--- config.mk ---
export PLATFORM = sky130hd
export DESIGN_NAME = scc_exec_datapath
export DESIGN_NICKNAME = d
export VERILOG_FILES = /design/src/rtl/scc_exec_datapath.sv
export SDC_FILE = /design/constraint.sdc
export NUM_CORES = 1
export LEC_CHECK = 0
export CORE_ASPECT_RATIO = 1.2
export CORE_MARGIN = 2
export CORE_UTILIZATION = 55
export DETAILED_ROUTE_END_ITERATION = 7
export GPL_TIMING_DRIVEN = 0
export MAX_ROUTING_LAYER = met4
export PLACE_DENSITY = 0.84
export SYNTH_ARGS = -nofsm -noshare
export SYNTH_HDL_FRONTEND = slang
export SYNTH_SLANG_ARGS = --single-unit
export TNS_END_PERCENT = 5
--- constraint.sdc ---
create_clock -name clk -period 8.3 [get_ports clk]
set_input_delay 1.66 -clock clk [delete_from_list [all_inputs] [get_ports clk]]
set_output_delay 1.66 -clock clk [all_outputs]
set_load 0.02 [all_outputs]
--- src/rtl/scc_exec_datapath.sv ---
// scc_exec_datapath: single-cycle decoder + 8x32 register file + ALU for the SCC core
// Ports: clk, rst_n (sync active-low); instruction word in; dbg_addr/dbg_data async debug read;
//        write_enable/write_addr/write_data expose the register write applied at the next edge.
module scc_exec_datapath #(
  parameter int NUM_REGS = 8,
  parameter int DATA_W   = 32
) (
  input  logic              clk,
  input  logic              rst_n,
  input  logic [31:0]       instruction,
  input  logic [2:0]        dbg_addr,
  output logic [DATA_W-1:0] dbg_data,
  output logic              write_enable,
  output logic [2:0]        write_addr,
  output logic [DATA_W-1:0] write_data
);
  logic [DATA_W-1:0] regs_q [NUM_REGS];
  logic [DATA_W-1:0] regs_d [NUM_REGS];
  logic              valid, ir_op, cls;
  logic [2:0]        op, rd, rn, rm, rd1_addr;
  logic [15:0]       imm;
  logic [DATA_W-1:0] op1, op2, alu_res, mv_res;
  assign valid = ~instruction[31];
  assign ir_op = instruction[30];
  assign cls   = instruction[29];
  assign op    = instruction[27:25];
  assign rd    = instruction[24:22];
  assign rn    = instruction[21:19];
  assign rm    = instruction[18:16];
  assign imm   = instruction[15:0];
  // MOVT needs the old Rd, so read port 1 follows Rd in the data-move class
  assign rd1_addr = cls ? rn : rd;
  assign op1 = regs_q[rd1_addr];
  assign op2 = ir_op ? regs_q[rm] : {16'h0, imm};
  always_comb begin
    alu_res = '0;
    case (op)
      3'b001:  alu_res = op1 + op2;
      3'b010:  alu_res = op1 - op2;
      3'b011:  alu_res = op1 & op2;
      3'b100:  alu_res = op1 | op2;
      3'b101:  alu_res = op1 ^ op2;
      3'b110:  alu_res = ~op1;
      default: alu_res = '0;
    endcase
  end
  always_comb begin
    mv_res = op[1] ? (op[0] ? '1 : '0) : (op[0] ? {imm, op1[15:0]} : {16'h0, imm});
  end
  assign write_enable = valid & (cls ? (op != 3'b000 && op != 3'b111) : ~op[2]);
  assign write_addr   = rd;
  // every NOP flavour drives the ALU result so write_data stays deterministic
  assign write_data   = (valid & ~cls & ~op[2]) ? mv_res : alu_res;
  assign dbg_data     = regs_q[dbg_addr];
  always_comb begin
    regs_d = regs_q;
    if (write_enable) regs_d[rd] = write_data;
  end
  always_ff @(posedge clk) begin
    if (!rst_n) regs_q <= '{default: '0};
    else        regs_q <= regs_d;
  end
endmodule

==> results of run 1 <==
path summary, 6_finish.rpt:
check | endpoint | slack (ns) | depth (start not counted)
setup / recovery | write_data[28] | -0.11 | 23
hold / removal | regs_q[127] | 0.51 | 2
setup reg to reg | regs_q[223] | 2.77 | 19
hold reg to reg | regs_q[127] | 0.51 | 2
critical path, stage by stage:
cell and delay (ns):
clkdlybuf4s15_2 0.21, buf_6 0.16, and2b_2 0.25, buf_6 0.17, a22oi_2 0.13, a31oi_2 0.27, ha_2 0.24, nand3_2 0.11
or3_4 0.37, nor4_4 0.24, nor2_1 0.12, xnor2_1 0.25, ha_1 0.31, a21oi_2 0.18, o21ai_4 0.10, a21o_1 0.24
o21bai_4 0.23, a211o_4 0.40, nand3_1 0.12, mux2_2 0.36, a211oi_4 0.26, inv_1 0.07, clkdlybuf4s15_1 0.29
synth_stat cells, types with 49 or more instances:
| library cell | n |
|---|---|
| clkbuf_1 | 133 |
| a211oi_1 | 91 |
| inv_1 | 112 |
| a22oi_1 | 49 |
| mux2i_1 | 118 |
| nor2_1 | 159 |
| nand2_1 | 107 |
| ha_1 | 96 |
| a21oi_1 | 255 |
| o21ai_0 | 223 |
| dfxtp_1 | 256 |
| mux4_2 | 158 |
logic make-up (layout without fill, tap and decap cells):
logic type,after synthesis,after routing,share of synthesized area
multiplexers,324,324,0.2697
AO/OA/AOI/OAI,750,750,0.2293
AND/OR/NAND/NOR,387,387,0.09187
XOR/XNOR,51,51,0.02246
flip-flops,256,256,0.2577
adder cells (fa/ha/maj),97,97,0.06141
buffers and inverters,311,507,0.06752
other,0,1,0
layout make-up:
| class | instances | area share |
|---|---|---|
| diodes | 1 | 0.0001062 |
| clock buffers | 33 | 0.02984 |
| plain buffers | 189 | 0.04556 |
| multi-input cells | 1609 | 0.5999 |
| repair buffers | 163 | 0.06112 |
| flip-flops and latches | 256 | 0.2175 |
| clock inverters | 7 | 0.002708 |
| well taps | 468 | 0.02485 |
| inverters | 115 | 0.01837 |
power by group through the flow:
stage	Clock [mW]	Combinational, mW	Sequential, mW
6_report	1.12	0.978	1.29
4_1_cts	1.10	0.917	1.29
5_1_grt	1.15	1.01	1.29
2_1_floorplan	0	0.535	1.30
3_5_place_dp	0	0.840	1.31
3_3_place_gp	0	0.835	1.31
metal layers:
layer | vias to the layer above | GRT usage | part of all wire
met5 | - | - | 0
met2 | 1918 | 0.7390 | 0.44
met3 | 506 | 0.1350 | 0.14
met4 | 0 | 0.3451 | 0.089
met1 | 9808 | 0.5675 | 0.33
li1 | 8495 | - | -
per-stage QoR:
| stage | setup TNS, ns | worst slack [ns] | total power [mW] | cells | hold slack (ns) |
|---|---|---|---|---|---|
| 2_1_floorplan | 0 | 0.3964 | 1.839 | 2176 | 0.4512 |
| 3_3_place_gp | -218.96 | -3.332 | 2.146 | 2739 | 0.4705 |
| 3_5_place_dp | -227.61 | -3.369 | 2.154 | 2740 | 0.4841 |
| 4_1_cts | -0.06398 | -0.06271 | 3.307 | 2833 | 0.4956 |
| 5_1_grt | -1.576 | -0.2518 | 3.451 | 2841 | 0.5211 |
| 6_report | -0.4593 | -0.1135 | 3.388 | 2841 | 0.5079 |
what timing repair did:
action / CTS / global route
pin swaps: 47 / 15
setup buffers: 60 / 7
endpoints found under the setup margin: 192 / 29
gates resized for setup: 204 / 51
==> reports/results.ini, run 1 <==
[job]
cap_viol_max_count=0

[pwr]
power_frac_seq=0.380
p_int_mw=2.239
swShare=0.3393
power_frac_clock=0.331
leakage_nw=9.490
power.switching_mw=1.150
powerDensity_mw_per_mm2=143.8
ir_worst_vdd_v=0.0002571
power_frac_comb=0.289

[synthesis]
synth_nets=2310
synthCells=2176
synth.area.top_cells=dfxtp_1 26%, mux4_2 18%, a21oi_1 6.4%, ha_1 6.0%, mux2i_1 5.9%
synth_area_leader_cell=dfxtp_1
synth-warning-count=0
synth_cell_type_count=87
yosysSeqAreaShare=0.2577
avgSynthCellArea_sq_um=9.138
synth_edf_count=0
async_flop_share=0
synthFlopType=dfxtp_1
ys_ff_latch=256
synth_top_area_frac=0.2577
netlist_area_sq_mm=0.01988

[clock_network]
cts_tree=yes
htreeDepth=1
root_buffer=clkbuf_16
cts_sinks=256
clk_pin_slew_ns=0.07
hold_buffers=0
clk_path_buf_depth=3
cts_inserted_buffers=23
clock_latency_ns=0.55

[drt]
wl_mm=90.93
final_antenna_net_count=0
routed_via_density=7.296
post_drt_wl_per_cell_um=32.01
via_count=20727
drt_iter0_markers=3729
route.detailed.drc=0
first_pass_iters=7

[final_layout]
largest_register_ffs=256
largestRegisters=regs_q x256
drive_above_1_share=0.2133
regMostFlops=regs_q
design_area_sq_mm=0.02356
layout.cells.most_common=dfxtp_1
n_fill_cell=2984
ff_latch_area_sq_mm=0.005125
multi_input_area_sq_mm=0.01413
mostFrequentLayoutCells=256 x dfxtp_1, 236 x a21oi_1, 217 x o21ai_0
nets=2491
syn_to_final_growth_pct=18.49
utilization=0.6590

[outcome]
status=complete, but fails checks
violations=negative setup slack

[sta]
max_freq_mhz=118.9
finalWorstSetupSlack_ns=-0.1135
finalSetupViolCount=8
max-slew-margin-rel=0.1216
tightest_slew_ns=1.318
grt_setup_unrepaired=yes
skew_ns=0.01374
hold_violations=0
slew_violations=0
period_minus_slack_ns=8.414
fin_crit_sh=1.014

[critical_path]
start_kind=input pin
critPathMaxFanout=10
critPathArrivalTime_ns=6.75
required_ns=6.64
critPathLaunch=instruction[18]
rr_startpoint=regs_q[100]
critical_path_class=in -> out
cp-end-kind=output pin

[min_path]
worstHoldStart=regs_q[127]
hp-class=reg -> reg

[global_route]
grt_pass1_vias=19959
grt_pass1_wl_mm=130.8
grt_max_degree=16
gr-total-overflow=0
antenna_found_initial=1
track_usage=0.4915

[floorplanning]
start_util=0.5561
pin_count=105
fp.dieH_um=212.3
dieArea_sq_mm=0.03770
fp-row-count=76
dieWidth_um=177.6
core_area_sq_mm=0.03575

[place]
gp_congestion=1.068
io_buffers=95
hpwl_mm=65.94
place_area_sq_mm=0.02143

No activity file was read; power rests on OpenSTA's default activity.
==> run 2, diff against run 1 <==
- CORE_MARGIN: 2 -> 8
- CORE_UTILIZATION: 55 -> 35
- PLACE_DENSITY: 0.84 -> 0.61
==> run 2 against run 1 <==
Net effect:
- sequential share of layout area is 0.78 points lower
- clock power hardly changed
- the flow still finishes with violations (negative setup slack)
- combinational power hardly changed
- global-route usage is 20 points lower
- flip-flop and latch count stayed put
- largest cell class unchanged
- final area is 3.7% higher
- sequential power hardly changed
- power is 1.6% higher
- clock-buffer cell count is 2 higher
==> reports/results.ini, run 2 (synthesized netlist as in run 1, its figures left out) <==
[outcome]
status=complete, but fails checks
violations=negative setup slack

[clock_network]
htreeDepth=1  ; unchanged
root_buffer=clkbuf_16
cts_inserted_buffers=25  ; +8.7%
hold_buffers=0  ; unchanged
cts_sinks=256  ; unchanged
cts_tree=yes
clk_pin_slew_ns=0.07  ; about the same
clk_path_buf_depth=3  ; unchanged
clock_latency_ns=0.55  ; about the same

[drt]
final_antenna_net_count=0  ; unchanged
route.detailed.drc=0  ; unchanged
first_pass_iters=6  ; -1
drt_iter0_markers=2819  ; -24%
post_drt_wl_per_cell_um=30.53  ; -4.6%
via_count=20526  ; -0.97%
wl_mm=95.48  ; +5.0%
routed_via_density=6.564  ; -10%

[sta]
slew_violations=0  ; unchanged
grt_setup_unrepaired=yes
finalSetupViolCount=1  ; -7
tightest_slew_ns=1.393  ; +0.07498 ns
max_freq_mhz=118.7  ; -0.14%
skew_ns=0.01017  ; -0.003567 ns
max-slew-margin-rel=0.06444  ; -0.05713
finalWorstSetupSlack_ns=-0.1256  ; -0.01204 ns
fin_crit_sh=1.015  ; +0.001450
hold_violations=0  ; unchanged
period_minus_slack_ns=8.426  ; +0.01203 ns

[floorplanning]
fp.dieH_um=277.1  ; +31%
pin_count=105  ; unchanged
start_util=0.3544  ; -0.2017
core_area_sq_mm=0.05610  ; +57%
dieArea_sq_mm=0.06473  ; +72%
dieWidth_um=233.6  ; +32%
fp-row-count=95  ; +25%

[pwr]
finalPower_mw=3.443  ; +1.6%
leakage_nw=9.636  ; +1.5%
powerDensity_mw_per_mm2=140.9  ; -2.0%
ir_worst_vdd_v=0.0001265  ; -51%

[global_route]
gr-total-overflow=0  ; unchanged
grt_pass1_vias=20146  ; +0.94%
track_usage=0.2909  ; -0.2006
grt_pass1_wl_mm=135.8  ; +3.8%
grt_max_degree=15  ; -1
antenna_found_initial=2  ; +1

[critical_path]
cp-end-kind=output pin
required_ns=6.64  ; about the same
critPathMaxFanout=8  ; -2
start_kind=input pin
critPathArrivalTime_ns=6.77  ; +0.02 ns
critical_path_class=in -> out

[final_layout]
largest_register_ffs=256  ; unchanged
regMostFlops=regs_q
drive_above_1_share=0.2358  ; +0.02249
n_fill_cell=5466  ; +83%
mostFrequentLayoutCells=256 x dfxtp_1, 236 x a21oi_1, 217 x o21ai_0
syn_to_final_growth_pct=22.89
largestRegisters=regs_q x256
nets=2514  ; +0.92%
layout.cells.most_common=dfxtp_1
utilization=0.4355  ; -0.2235

[place]
hpwl_mm=69.57  ; +5.5%
gp_congestion=1.043  ; -2.4%
io_buffers=95  ; unchanged

[min_path]
hp-class=reg -> reg

[job]
cap_viol_max_count=0  ; unchanged

## run 2: cell count changes in the layout (fill, tap and decap cells not counted), sizes merged
| cell | delta |
|---|---|
| clkbuf | -4 |
| dlygate4sd2 | -1 |
| buf | +30 |
| diode | +3 |
| clkdlybuf4s50 | -2 |
| dlymetal6s2s | -2 |
| clkdlybuf4s15 | +2 |
| clkinvlp | +1 |
## run 2: routing by layer
layer,GRT usage,vias to the layer above,routed length [um]
met3,0.06260,439,10240
met4,0.2087,0,7939
li1,-,8540,-
met1,0.3333,9930,33820
met5,-,-,0
met2,0.4463,1617,43480
## run 2: layout make-up
class	count	area (sq um)	share of cell area
Inverter	115	436.7	0.01787
Clock inverter	8	67.56	0.002765
Tap cell	727	909.6	0.03723
Clock buffer	35	703.2	0.02878
Sequential cell	256	5125	0.2097
Antenna cell	4	10.01	0.0004096
Buffer	185	1069	0.04373
Multi-Input combinational cell	1609	14400	0.5895
Timing Repair Buffer	188	1710	0.07000
## run 2: what timing repair did
item,in CTS,in global routing
setup endpoints to repair,64,29
setup buffers,54,35
cloned,2,1
resized for setup,243,93
pin swaps,54,42
## run 2: through the flow
step	hold slack, ns	cells	setup WS, ns	cell area (sq um)	TNS (ns)
3_5_place_dp	0.4832	2999	-2.728	21760	-124.11
3_3_place_gp	0.4737	2998	-2.730	21740	-121.79
6_report	0.5017	3127	-0.1256	24430	-0.1256
5_1_grt	0.5224	3125	-0.2225	24430	-0.9163
2_1_floorplan	0.4512	2176	0.3964	19880	0
4_1_cts	0.4924	3087	-0.2566	23790	-1.148
## run 2: worst max-delay path: stages
cell and delay [ns]:
clkbuf_4 0.18, buf_8 0.15, buf_4 0.12, mux4_2 0.51, nand2_2 0.11, a31o_4 0.20, nand2_2 0.09, or4_4 0.63
buf_4 0.18, nor2_4 0.12, a31oi_1 0.16, xnor2_1 0.18, ha_2 0.41, nand4_1 0.17, nor4_2 0.37, a32oi_2 0.12
o2111ai_2 0.15, o221a_4 0.28, xnor2_4 0.14, mux2_4 0.34, a21oi_4 0.18, o22ai_4 0.11, buf_6 0.20
## run 2: path summary, 6_finish.rpt
| kind | to | depth (start not counted) | startpoint | slack, ns |
|---|---|---|---|---|
| max | write_data[31] | 23 | instruction[17] | -0.13 |
| min | regs_q[63] | 2 | regs_q[63] | 0.50 |
| max reg2reg | regs_q[223] | 20 | regs_q[4] | 2.77 |
| min reg2reg | regs_q[63] | 2 | regs_q[63] | 0.50 |
## run 2: power by group
| group | internal, mW | leakage, nW | switching (mW) |
|---|---|---|---|
| logic | 0.382 | 7.18 | 0.629 |
| registers | 1.26 | 2.07 | 0.0315 |
| clock network | 0.619 | 0.382 | 0.523 |
